**config.mk**
```make
export PLATFORM = sky130hd
export DESIGN_NAME = pipe_stage_chain
export DESIGN_NICKNAME = d
export VERILOG_FILES = /design/src/rtl/pipe_pkg.sv /design/src/rtl/pipe_stage.sv /design/src/rtl/pipe_stage_chain.sv
export SDC_FILE = /design/constraint.sdc
export NUM_CORES = 1
export LEC_CHECK = 0
export CAP_MARGIN = 20
export CORE_MARGIN = 8
export CORE_UTILIZATION = 43
export DETAILED_ROUTE_END_ITERATION = 7
export PLACE_DENSITY = 0.94
export SYNTH_ARGS = -nofsm -noshare
export SYNTH_HDL_FRONTEND = slang
export SYNTH_SLANG_ARGS = --single-unit
```
**constraint.sdc**
```tcl
create_clock -name clk -period 7.7 [get_ports clk]
set_input_delay 0.77 -clock clk [delete_from_list [all_inputs] [get_ports clk]]
set_output_delay 0.77 -clock clk [all_outputs]
set_load 0.01 [all_outputs]
```
**src/rtl/pipe_pkg.sv**
```systemverilog
// rtl/pipe_pkg.sv - shared defaults and the decode->execute control bundle for the pipeline chain
package pipe_pkg;

  localparam int DEFAULT_WIDTH  = 32;
  localparam int DEFAULT_STAGES = 4;
  localparam int DEFAULT_CNT_W  = 32;

  // Packed so the CPU top can drop it straight into a WIDTH-bit payload.
  typedef struct packed {
    logic [4:0] rd;
    logic [4:0] rs1;
    logic [4:0] rs2;
    logic [3:0] alu_op;
    logic       reg_we;
    logic       mem_re;
    logic       mem_we;
    logic       branch;
    logic       jump;
    logic [7:0] imm;
  } dec_ex_ctrl_t;

  localparam int DEC_EX_CTRL_W = $bits(dec_ex_ctrl_t);

endpackage

```
**src/rtl/pipe_stage.sv**
```systemverilog
// rtl/pipe_stage.sv - one valid+data pipeline register; kill beats enable beats hold
module pipe_stage
  import pipe_pkg::*;
#(
  parameter int WIDTH = DEFAULT_WIDTH
) (
  input  logic             clk,
  input  logic             rst,
  input  logic             i_kill,
  input  logic             i_en,
  input  logic             i_valid,
  input  logic [WIDTH-1:0] i_data,
  output logic             o_valid,
  output logic [WIDTH-1:0] o_data
);

  logic             r_valid;
  logic [WIDTH-1:0] r_data;

  // Bubbles carry zero data so dead payload never leaks downstream.
  always_ff @(posedge clk or posedge rst) begin
    if (rst) begin
      r_valid <= 1'b0;
      r_data  <= '0;
    end else if (i_kill) begin
      r_valid <= 1'b0;
      r_data  <= '0;
    end else if (i_en) begin
      r_valid <= i_valid;
      r_data  <= i_valid ? i_data : '0;
    end
  end

  assign o_valid = r_valid;
  assign o_data  = r_data;

endmodule

```
**src/rtl/pipe_stage_chain.sv**
```systemverilog
// rtl/pipe_stage_chain.sv - STAGES-deep register chain with stall/flush/back-pressure; PIPE_PERF_CNT_EN enables perf counters
module pipe_stage_chain
  import pipe_pkg::*;
#(
  parameter int WIDTH  = DEFAULT_WIDTH,
  parameter int STAGES = DEFAULT_STAGES,
  parameter int CNT_W  = DEFAULT_CNT_W
) (
  input  logic                    clk,
  input  logic                    rst,
  input  logic                    in_valid,
  input  logic [WIDTH-1:0]        in_data,
  output logic                    in_ready,
  input  logic [STAGES-1:0]       stall_i,
  input  logic [STAGES-1:0]       flush_i,
  input  logic                    out_ready,
  output logic                    out_valid,
  output logic [WIDTH-1:0]        out_data,
  output logic [STAGES-1:0]       stage_valid_o,
  output logic [STAGES*WIDTH-1:0] stage_data_o,
  output logic [CNT_W-1:0]        retire_cnt,
  output logic [CNT_W-1:0]        flush_cnt,
  output logic [CNT_W-1:0]        stall_cnt
);

  logic [STAGES:0]   w_hold;
  logic [STAGES-1:0] w_kill;
  logic [STAGES-1:0] w_valid;
  logic [STAGES-1:0] w_in_valid;
  logic              w_anyflush;
  logic [WIDTH-1:0]  w_stage_data [STAGES];
  logic [WIDTH-1:0]  w_in_data    [STAGES];

  assign w_anyflush = |flush_i;

  // Hold ripples from the consumer back to stage 0; an empty stage never holds unless stalled.
  always_comb begin
    w_hold         = '0;
    w_hold[STAGES] = !out_ready;
    for (int k = STAGES - 1; k >= 0; k--) begin
      w_hold[k] = stall_i[k] | (w_valid[k] & w_hold[k+1]);
    end
  end

  always_comb begin
    w_kill             = '0;
    w_kill[STAGES-1]   = flush_i[STAGES-1];
    for (int k = STAGES - 2; k >= 0; k--) begin
      w_kill[k] = flush_i[k] | w_kill[k+1];
    end
  end

  always_comb begin
    w_in_valid    = '0;
    w_in_valid[0] = in_valid & !w_anyflush;
    w_in_data[0]  = in_data;
    for (int k = 1; k < STAGES; k++) begin
      w_in_valid[k] = w_valid[k-1] & !w_kill[k-1];
      w_in_data[k]  = w_stage_data[k-1];
    end
  end

  for (genvar g = 0; g < STAGES; g++) begin : g_stage
    pipe_stage #(.WIDTH(WIDTH)) u_stage (
      .clk     (clk),
      .rst     (rst),
      .i_kill  (w_kill[g]),
      .i_en    (!w_hold[g]),
      .i_valid (w_in_valid[g]),
      .i_data  (w_in_data[g]),
      .o_valid (w_valid[g]),
      .o_data  (w_stage_data[g])
    );
    assign stage_data_o[g*WIDTH +: WIDTH] = w_stage_data[g];
  end

  assign stage_valid_o = w_valid;
  assign in_ready      = !w_hold[0] & !w_anyflush;
  assign out_valid     = w_valid[STAGES-1] & !flush_i[STAGES-1];
  assign out_data      = w_stage_data[STAGES-1];

`ifdef PIPE_PERF_CNT_EN
  logic             w_retire_evt;
  logic             w_flush_evt;
  logic             w_stall_evt;
  logic [CNT_W-1:0] r_retire_cnt;
  logic [CNT_W-1:0] r_flush_cnt;
  logic [CNT_W-1:0] r_stall_cnt;

  assign w_retire_evt = out_valid & out_ready;
  assign w_flush_evt  = w_anyflush & (|(w_valid & w_kill));
  assign w_stall_evt  = in_valid & !in_ready;

  // Counters saturate rather than wrap so long runs never read as small.
  always_ff @(posedge clk or posedge rst) begin
    if (rst) begin
      r_retire_cnt <= '0;
      r_flush_cnt  <= '0;
      r_stall_cnt  <= '0;
    end else begin
      if (w_retire_evt && r_retire_cnt != '1) r_retire_cnt <= r_retire_cnt + CNT_W'(1);
      if (w_flush_evt && r_flush_cnt != '1)   r_flush_cnt  <= r_flush_cnt + CNT_W'(1);
      if (w_stall_evt && r_stall_cnt != '1)   r_stall_cnt  <= r_stall_cnt + CNT_W'(1);
    end
  end

  assign retire_cnt = r_retire_cnt;
  assign flush_cnt  = r_flush_cnt;
  assign stall_cnt  = r_stall_cnt;
`else
  assign retire_cnt = '0;
  assign flush_cnt  = '0;
  assign stall_cnt  = '0;
`endif

endmodule

```
### Yosys cells after proc, flatten, opt, wreduce, memory -nomap -nowiden

Index checks and enable logic that the tools add are counted.

| word-level totals | value |
|---|---|
| bits in registers | 132 |
| output and inout bits | 262 |
| word-level logic and storage cells | 57 |

| cells by class | value |
|---|---|
| equality and inequality tests | 4 |
| muxes and demuxes | 20 |
| bitwise logic cells | 17 |
| reduce and logical (&&, ||, !) cells | 8 |

Operator list:

| kind | count |
|---|---|
| $mux W32 | 12 |
| $and A1 B1 Y1 | 10 |
| $mux W1 | 8 |
| $logic_not A1 Y1 | 7 |
| $or A1 B1 Y1 | 7 |
| $ne A2 B1 Y1 const B | 3 |
| $reduce_or A4 Y1 | 1 |
| $ne A2 B2 Y1 const B | 1 |

### Logic depth before layout (Yosys ltp)

Gate-level depths: netlist of the first run.

| depth | value |
|---|---|
| word-level depth | 11 |
| gate-level depth with buffers | 6 |

### Modules after synthesis

A second synthesis of the first run with hierarchy kept.

| second synthesis, totals | value |
|---|---|
| cell total of the unflattened synthesis | 622 |
| area, all modules | 6,542.5 sq um |

By module, submodules not included:

| module | times used | cells an instance | area each (sq um) | sequential area each (sq um) |
|---|---|---|---|---|
| pipe_stage | 4 | 118 | 1,357.6 | 825.8 |
| pipe_stage_chain | 1 | 150 | 1,112.3 | 0.0 |

### Least setup slack after synthesis of the first run

Ideal clock, no wire load.

| path | value |
|---|---|
| path type | input-to-output |
| from | input out_ready |
| to | output in_ready |
| arrival | 1,539 ps |
| slack | 5,391 ps |
| stages on the path | 3 |
| buffers on the path | 0 |
| cell sequence | and2b_1 -> o2111a_1 -> nor3_1 |

| between the ends | value |
|---|---|
| word-level cells in the longest chain between the ends | 11 |

Ends and longest elaborated chain:

| what | RTL line | source |
|---|---|---|
| start: declaration | pipe_stage_chain.sv:16 | `input logic out_ready,` |
| $logic_not A1 Y1 | pipe_stage_chain.sv:39 | `w_hold[STAGES] = !out_ready;` |
| $and A1 B1 Y1 | pipe_stage_chain.sv:41 | `w_hold[k] = stall_i[k] \| (w_valid[k] & w_hold[k+1]);` |
| $or A1 B1 Y1 | pipe_stage_chain.sv:41 |  |
| $and A1 B1 Y1 | pipe_stage_chain.sv:41 |  |
| $or A1 B1 Y1 | pipe_stage_chain.sv:41 |  |
| $and A1 B1 Y1 | pipe_stage_chain.sv:41 |  |
| $or A1 B1 Y1 | pipe_stage_chain.sv:41 |  |
| $and A1 B1 Y1 | pipe_stage_chain.sv:41 |  |
| $or A1 B1 Y1 | pipe_stage_chain.sv:41 |  |
| $logic_not A1 Y1 | pipe_stage_chain.sv:78 | `assign in_ready = !w_hold[0] & !w_anyflush;` |
| $and A1 B1 Y1 | pipe_stage_chain.sv:78 |  |
| end: declaration | pipe_stage_chain.sv:13 | `output logic in_ready,` |

Every way passes these cells.

### Worst setup path after layout of the first run

| path | value |
|---|---|
| from | input flush_i[3] |
| to | output in_ready |

| between the ends | value |
|---|---|
| word-level cells in the longest chain between the ends | 3 |

Ends and longest elaborated chain:

| what | RTL line | source |
|---|---|---|
| start: declaration | pipe_stage_chain.sv:15 | `input logic [STAGES-1:0] flush_i,` |
| $reduce_or A4 Y1 | pipe_stage_chain.sv:34 | `assign w_anyflush = \|flush_i;` |
| $logic_not A1 Y1 | pipe_stage_chain.sv:78 |  |
| $and A1 B1 Y1 | pipe_stage_chain.sv:78 |  |

Every way passes these cells.

==> impl_results.md, run 1 <==
* Status: finished, final reports clean
* Critical Path End Type: primary output
* EDFF count, synth at 0
* Endpoints failing hold at 0
* Starting Density at 44.0%
* Final setup vio count at 0
* Max VDD drop at 110 uV
* Reg area at 0.00330 sq mm
* Cells after DPL at 783
* PostCTS Resize Cnt at 0
* Period minus WS final at 3.54 ns
* Worst setup SP type: input pin
* Routed wire length per instance at 22.3 um
* Worst EP arrival at 2.77 ns
* Initial antenna violation count at 0
* Synth area leaders: dfrtp_1, a22o_1, buf_4, buf_2, buf_6
* Fin cells at 819
* CTS root buf: clkbuf_16
* Router iterations before antenna repair at 5
* Multi-input logic area at 0.00179 sq mm
* Core Region at 0.0132 sq mm
* Fmax at 283 MHz
* Total GRT Usage at 20.6%
* Clock tree sinks at 132
* Part of the cycle the worst path needs at 45.9%
* Leak pwr at 3.72 nW
* Hold buffer count at CTS at 0
* GRT Residual Overflow at 0
* Layout net count at 674
* Area Overhead vs Synth at 39.4%
* Hold crit path type: register to register
* Slew Viols, Final at 0
* H-tree levels at 4
* Most Crowded Layer GR: met2
* Synth Area per Inst at 12.8 sq um
* Yosys reg bits at roughly 130
* Area share of the largest cell type after synthesis at 56.6%
* TNS Setup at 0 ns
* Routability cong. at between 0.8 and 0.9
* Antenna viol nets, final at 0
* Placed Area at 0.00746 sq mm
* IO Pins at 306
* Design area at 0.00813 sq mm
* Cell count after synthesis at 455
* Fraction of registers with async set/reset at 100%
* Die Wd at roughly 130 um
* Max_slew headroom at 33.9%
* Layout cells sized above 1 at 7.93%
* Clock tree buffer depth at 2
* Synth top cells by count: buf_4, dfrtp_1, a22o_1
* Maximum fanout along the worst path at 5
* CTS tree: done
* Worst reg2reg setup slack at 5.29 ns
* Seq/Total Area, Yosys at 56.6%
* Largest area contributor in the netlist: dfrtp_1
* CTS buffer count at 17
* Met1 Track Usage GR at 23.9%
* DIE AREA at 0.0175 sq mm
* Clock slew at reported path FFs at about 0.06 ns
* DIE HEIGHT at 132 um
* DP Wirelength at 12.7 mm
* Final wirelength at 18.3 mm
* Required @ worst endpoint at between 6 and 7 ns
* Largest net degree at the start of global routing at 82
* Pwr Total at 1.57 mW
* ANT cells at 0
* DR vias at 4279
* Buffers added on ports at around 210
* Fillers at 979
* First-pass GRT wire length at 28.1 mm
* Yosys cell types at 32
* Post-CTS Setup Inserts at 0
* Met3 GRT Util at 9.20%
* Synthesis Warnings at 0
* Mapped Area at 0.00583 sq mm
* DRC at 0
* DR iter-0 viols at 219
* Rows at 42
* Vias per cell at around 5.2
* Power per Cell Area at 194 mW/mm^2
* Fin Hold WS at 0.526 ns
* Met2 Resource Use GR at approximately 33%
* Vias in the first global route at approximately 4700
* Final setup skew at approximately 0.011 ns
* Unrepaired setup endpoints after global routing: no
* Setup Crit Path Kind: input pin to primary output
* Worst Tran Pin Value at 0.989 ns
* Max_cap viols at 0
* Main synth FF type: dfrtp_1
* Clk_lat worst skew at 0.42 ns
[cells in the final DEF (no fill, tap or decap), types with 2 or more instances in the layout]
| master | synthesis | routed |
|---|---|---|
| o21a_1 | 2 | 2 |
| o21ai_1 | 2 | 2 |
| conb_1 | 1 | 96 |
| a21oi_1 | 2 | 2 |
| nand2_1 | 2 | 2 |
| clkinv_2 | 0 | 2 |
| a22o_1 | 128 | 128 |
| bufinv_16 | 0 | 2 |
| buf_16 | 0 | 2 |
| nor3_4 | 0 | 2 |
| clkinvlp_4 | 0 | 4 |
| inv_1 | 4 | 3 |
| clkinv_4 | 0 | 3 |
| or2_1 | 2 | 2 |
| clkdlybuf4s50_1 | 0 | 209 |
| a21o_1 | 2 | 2 |
| buf_4 | 132 | 5 |
| dfrtp_1 | 132 | 132 |
| inv_6 | 0 | 4 |
| nor2_1 | 3 | 2 |
| clkbuf_16 | 0 | 17 |
[routing by layer]
metal  routed length (um)  vias to the layer above
li1                     -                     1778
met1                 7020                     2193
met2                 8950                      269
met3                 1900                       39
met4                  403                        0
met5                    0                        -
[layout make-up]
cell class                      instances  share of cell area, %
Inverter                                4                  0.246
Timing Repair Buffer                  218                   27.3
Tap cell                              176                   2.71
Clock inverter                         14                   1.88
Clock buffer                           18                   5.28
Sequential cell                       132                   40.6
Multi-Input combinational cell        257                   22.0
[worst paths after layout]
check / start / to / cells past startpoint
worst max-delay path: flush_i[3] / in_ready / 5
worst min-delay path: g_stage[1].u_stage.o_data[2] / g_stage[1].u_stage.o_data[2] / 1
worst max register to register: g_stage[3].u_stage.o_valid / g_stage[2].u_stage.o_data[22] / 5
max in group asynchronous: rst / g_stage[2].u_stage.o_valid / 4
min in group asynchronous: rst / g_stage[3].u_stage.o_data[28] / 2
worst min register to register: g_stage[1].u_stage.o_data[2] / g_stage[1].u_stage.o_data[2] / 1
[state kept, by name, summed over array words and instances, names as in the netlist]
name,flops
g_stage.u_stage.o_valid,4
g_stage.u_stage.o_data,128
[critical path, cell delays in order]
cell and delay, ns:
clkdlybuf4s50_1 0.62, nor4_4 0.43, o21ai_1 0.21, nor3_1 0.17, clkdlybuf4s50_1 0.57
[metrics by stage]
step	setup slack [ns]	util (%)
3_5_place_dp	4.25	56.4
4_1_cts	4.18	60.8
6_report	4.16	61.4
2_1_floorplan	3.40	-
5_1_grt	4.04	61.4
3_3_place_gp	4.32	56.4
[cell families after synthesis]
logic type      share of synthesized area (%)
simple gates                             2.21
compound gates                           21.5
flops                                    56.6
other cells                            0.0643
buf+inv                                  19.6
[power by group]
part,switching (mW),internal (mW),total [mW]
sequential,0.00109,0.695,0.696
combinational,0.0574,0.0276,0.0850
clock,0.314,0.479,0.793
Power figures use the tool's default switching activity.
==> run 2: changes to the inputs <==
Settings changed: CORE_UTILIZATION 43 to 36, PLACE_DENSITY 0.94 to 0.85.
Clock period 7.7 ns to 2.95 ns, I/O delays scaled along.
==> run 2 against run 1 <==
Routed wire length fell by 1.5%. Clock power rose to 2.9 times the previous value. Clock-buffer cell count did not move. Largest cell class unchanged.
==> impl_results.md, run 2 (synthesized netlist as in run 1, its figures left out) <==
* Worst Setup Slack post-DPL at 0.444 ns
* DR iter-0 viols at 168
* Worst Tran Pin Value at 0.534 ns
* Starting Density at 36.7%
* Max VDD drop at 355 uV
* Area Overhead vs Synth at 41.9%
* Period minus WS final at 2.51 ns
* Fin Hold WS at between 0.2 and 0.25 ns
* CTS root buf: clkbuf_16
* DRC at 0
* Final wirelength at 18.0 mm
* PostCTS Resize Cnt at 0
* Routability cong. at 0.827
* Hold buffer count at CTS at 0
* DIE HEIGHT at 143 um
* First-pass GRT wire length at between 20 and 30 mm
* Finished Core Util at 52.1%
* Power per Cell Area at 520 mW/mm^2
* Slew Viols, Final at 0
* Buffers added on ports at 209
* Commonest non-fill, non-tap cell in the layout: clkdlybuf4s50_1
* Hold crit path type: input pin to asynchronous set/reset pin
* Rows at 46
* CTS buffer count at 17
* Largest net degree at the start of global routing at 66
* Total GRT Usage at 17.3%
* Clock slew at reported path FFs at 0.06 ns
* Router iterations before antenna repair at 4
* Max reg flops at ~130
* Core Region at 0.0159 sq mm
* IO Pins at about 310
* Layout net count at 677
* Final setup skew at around 0.0084 ns
* CTS tree: done
* Part of the cycle the worst path needs at around 85%
* Critical Path End Type: primary output
* TNS Setup at 0 ns
* Worst EP arrival at approximately 2.2 ns
* DIE AREA at 0.0205 sq mm
* H-tree levels at 4
* Initial antenna violation count at 0
* PnR worst setup slack at 0.442 ns
* Clock tree buffer depth at 2
* Layout cells sized above 1 at 8.51%
* DR vias at 4072
* Max_cap viols at 0
* Max_slew headroom at 64.3%
* Maximum fanout along the worst path at 5
* Setup Crit Path Kind: input pin to primary output
* GRT Residual Overflow at 0
* Die Wd at approximately 140 um
* Worst setup SP type: input pin
* Fmax at 399 MHz
* Most frequent cells in the layout: clkdlybuf4s50_1, dfrtp_1, a22o_1
* Clk_lat worst skew at approximately 0.4 ns
* Vias in the first global route at 4477
* Antenna viol nets, final at 0
* Final setup vio count at 0
* DP Wirelength at ~13 mm
* Post-CTS Setup Inserts at 0
* Routed wire length per instance at 20.9 um
* Status: finished, final reports clean
* Leak pwr at 3.78 nW
* Endpoints failing hold at 0
* ANT cells at 0
* Unrepaired setup endpoints after global routing: no
* Vias per cell at 4.72
* Required @ worst endpoint at roughly 2.7 ns
* Clock tree sinks at 132
-- run 2: critical path, stage by stage --
cell	delay [ns]
clkdlybuf4s50_1	0.59
nor4_4	0.39
o21ai_1	0.19
nor3_1	0.18
clkdlybuf4s50_1	0.57
-- run 2: path summary, 6_finish.rpt --
check                                               from                             to  slack, ns  cells past startpoint
max reg2reg                   g_stage[3].u_stage.o_valid  g_stage[0].u_stage.o_data[19]       1.02                      5
min reg2reg                g_stage[2].u_stage.o_data[30]  g_stage[3].u_stage.o_data[30]       0.52                      1
min in group clk                             in_data[17]  g_stage[0].u_stage.o_data[17]       0.48                      2
max in group asynchronous                            rst  g_stage[2].u_stage.o_data[18]       2.08                      3
min                                                  rst  g_stage[3].u_stage.o_data[26]       0.23                      2
max                                           flush_i[3]                       in_ready       0.44                      5
-- run 2: where the power goes --
| part | total (mW) | internal [mW] | switching, mW |
|---|---|---|---|
| Combinational | 0.221 | 0.0744 | 0.146 |
| Sequential | 1.82 | 1.81 | 0.00267 |
| Clock | 2.27 | 1.45 | 0.816 |
-- run 2: per-layer routing --
metal,track usage (%),wire length [um],up-vias
li1,-,-,1782
met3,6.67,2030,10
met4,5.20,162,0
met5,0,0,-
met2,28.9,9040,195
met1,20.2,6760,2085
-- run 2: cell type report --
| class | count | area (sq um) |
|---|---|---|
| Fill cell | 1387 | 7610 |
| Sequential cell | 132 | 3300 |
| Timing Repair Buffer | 221 | 2260 |
| Multi-Input combinational cell | 257 | 1790 |
| Clock buffer | 18 | 439 |
| Tap cell | 216 | 270 |
| Clock inverter | 14 | 196 |
| Inverter | 4 | 18.8 |
-- run 2: metrics by stage --
step,power (mW),area [sq um],std cells
floorplan,2.05,6190,550
global placement,2.06,7640,830
detailed placement,2.07,7640,830
CTS,4.35,8280,862
global route,4.46,8280,862
finish,4.30,8280,862
==> run 3: changes to the inputs <==
Settings changed: CELL_PAD_IN_SITES_DETAIL_PLACEMENT from default to 0, CELL_PAD_IN_SITES_GLOBAL_PLACEMENT from default to 1, CORE_UTILIZATION 36 to 28, PLACE_DENSITY 0.85 to 0.86, SYNTH_HIERARCHICAL from default to 1.
==> run 3 against run 2 <==
Worst setup slack got worse by 0.075 ns. Die area rose by 39%. Clock power down 8%. Routed wire length is 11% higher. Highest routed layer unchanged. Power decreased by 3.1%. Worst hold slack better by 0.17 ns. First-iteration DRC count rose by 92%. Sequential cell count did not move. Synthesized cell count increased by 37%.
==> impl_results.md, run 3 <==
* Status: finished, final reports clean
* Die Wd at roughly 170 um
* Max_slew headroom at 57.7%
* H-tree levels at 4
* Pwr Total at 4.17 mW
* Clk_lat worst skew at approximately 0.4 ns
* Cells after DPL at 1088
* CTS buffer count at 17
* Setup Crit Path Kind: input pin to primary output
* Final setup vio count at 0
* Most frequent cells in the layout: clkdlybuf4s50_1, dfrtp_1, conb_1
* Fmax at 387 MHz
* Unrepaired setup endpoints after global routing: no
* Part of the cycle the worst path needs at 87.6%
* DIE AREA at roughly 0.029 sq mm
* Slew Viols, Final at 0
* Worst Tran Pin Value at 0.631 ns
* TNS Setup at 0 ns
* Hold buffer count at CTS at 0
* Fillers at 2275
* Synth top cells by count: buf_4, dfrtp_1, a21oi_1
* Period minus WS final at around 2.6 ns
* EDFF count, synth at 0
* Hold crit path type: input pin to asynchronous set/reset pin
* Largest net degree at the start of global routing at 53
* Area share of the largest cell type after synthesis at 50.5%
* Yosys cell types at 27
* DP Wirelength at 15.6 mm
* Final setup skew at between 0.008 and 0.009 ns
* Synthesis Warnings at 6
* GRT Residual Overflow at 0
* Synth area leaders: dfrtp_1, buf_4, a32o_1, nand2b_1, a21oi_1
* Required @ worst endpoint at 2.65 ns
* Worst EP arrival at 2.29 ns
* Max_cap viols at 0
* Max stage delay on crit path at approximately 0.62 ns
* Fraction of registers with async set/reset at 100%
* Finished Core Util at 38.6%
* ANT cells at 0
* Starting Density at ~28%
* Yosys reg bits at about 130
* Maximum fanout along the worst path at 3
* CP most frequent cell: clkdlybuf4s50_1
* IO Pins at 306
* Routability cong. at 0.766
* Antenna viol nets, final at 0
* PostCTS Resize Cnt at 0
* Rows at 56
* Most frequent cell after synthesis: buf_4
* Clock slew at reported path FFs at 0.05 ns
* Layout cells sized above 1 at under 10%
* Max reg flops at 128
* Routed wire length per instance at 17.8 um
* Clock tree buffer depth at 2
* DR vias at 4931
* Area Overhead vs Synth at 36.8%
* Synth Area per Inst at 10.5 sq um
* Leak pwr at 3.62 nW
* Worst reg2reg setup slack at 0.83 ns
* Vias per cell at roughly 4.4
* Mapped Area at 0.00654 sq mm
* First-pass GRT wire length at 30.5 mm
* CTS root buf: clkbuf_16
* CTS tree: done
* DR iter-0 viols at 322
* Power per Cell Area at 466 mW/mm^2
* Commonest non-fill, non-tap cell in the layout: clkdlybuf4s50_1
* Seq/Total Area, Yosys at 50.5%
* Total GRT Usage at 13.8%
* Vias in the first global route at 5060
* Final wirelength at between 15 and 20 mm
* Main synth FF type: dfrtp_1
* Critical Path End Type: primary output
* Fin cells at 1120
* Layout net count at 832
* Core Region at 0.0232 sq mm
* Worst setup SP type: input pin
* Clock tree sinks at 132
* DRC at 0
* Cell count after synthesis at just over 600
* Buffers added on ports at approximately 210
* DIE HEIGHT at 169 um
* Router iterations before antenna repair at 5
* Post-CTS Setup Inserts at 0
* Slowest cell on crit path: clkdlybuf4s50_1
* Max VDD drop at between 300 and 400 uV
* Endpoints failing hold at 0
* CP cell instances: clkdlybuf4s50_1 -> nor4_4 -> inv_2 -> nor4_2 -> clkdlybuf4s50_1
* Largest area contributor in the netlist: dfrtp_1
* Initial antenna violation count at 0
[run 3: final timing paths]
path,from,end,cells after the start
worst min register to register,g_stage[0].u_stage/o_data[31],g_stage[0].u_stage/o_data[31],1
max in group asynchronous,rst,g_stage[0].u_stage/o_data[26],3
min in group clk,in_data[13],g_stage[0].u_stage/o_data[13],3
worst max-delay path,flush_i[3],in_ready,5
worst max register to register,g_stage[3].u_stage/o_valid,g_stage[3].u_stage/o_valid,6
worst min-delay path,rst,g_stage[2].u_stage/o_data[30],3
[run 3: worst max-delay path: cells and delay by family]
family                 cells  cell delay (ns)
and+or+nand+nor            2             0.81
buffers and inverters      3             1.18
[run 3: per-layer routing]
| metal | GRT usage (%) | share of wire (%) | vias to the layer above |
|---|---|---|---|
| met5 | 0 | 0 | - |
| met4 | 7.30 | 3.7 | 0 |
| met3 | 3.03 | 5.2 | 37 |
| met2 | 23.2 | 51 | 192 |
| met1 | 16.3 | 40 | 2422 |
| li1 | - | - | 2280 |
[run 3: final cells by class]
type / instances / area (sq um) / area share [%]
flip-flops and latches: 132 / 3300 / 36.9
repair buffers: 228 / 2250 / 25.1
well taps: 319 / 399 / 4.46
inverters: 8 / 30.0 / 0.336
multi-input cells: 401 / 2370 / 26.5
clock inverters: 10 / 103 / 1.15
clock buffers: 22 / 494 / 5.52
[run 3: kinds of logic (layout without fill, tap and decap cells)]
logic type | after synthesis | after routing | synth area share, %
other | 1 | 96 | 0.0573
DFF | 132 | 132 | 50.5
muxes | 4 | 4 | 0.612
AOI/OAI and AO/OA | 132 | 132 | 14.5
and+or+nand+nor | 169 | 169 | 15.1
buffers and inverters | 184 | 268 | 19.2
[run 3: power by group]
group          total (mW)  switching, mW  internal (mW)  leakage (nW)
Combinational       0.266          0.178         0.0879          1.48
Sequential           1.81       0.000274           1.81          1.85
Clock                2.09          0.746           1.34         0.301
[run 3: stage by stage]
stage | worst slack (ns) | hold slack (ns) | cell area (sq um)
finish | 0.367 | 0.402 | 8950
CTS | 0.343 | 0.385 | 8950
floorplan | 1.29 | 0.424 | 6900
global route | 0.226 | 0.450 | 8950
detailed placement | 0.353 | 0.512 | 8350
global placement | 0.369 | 0.503 | 8350
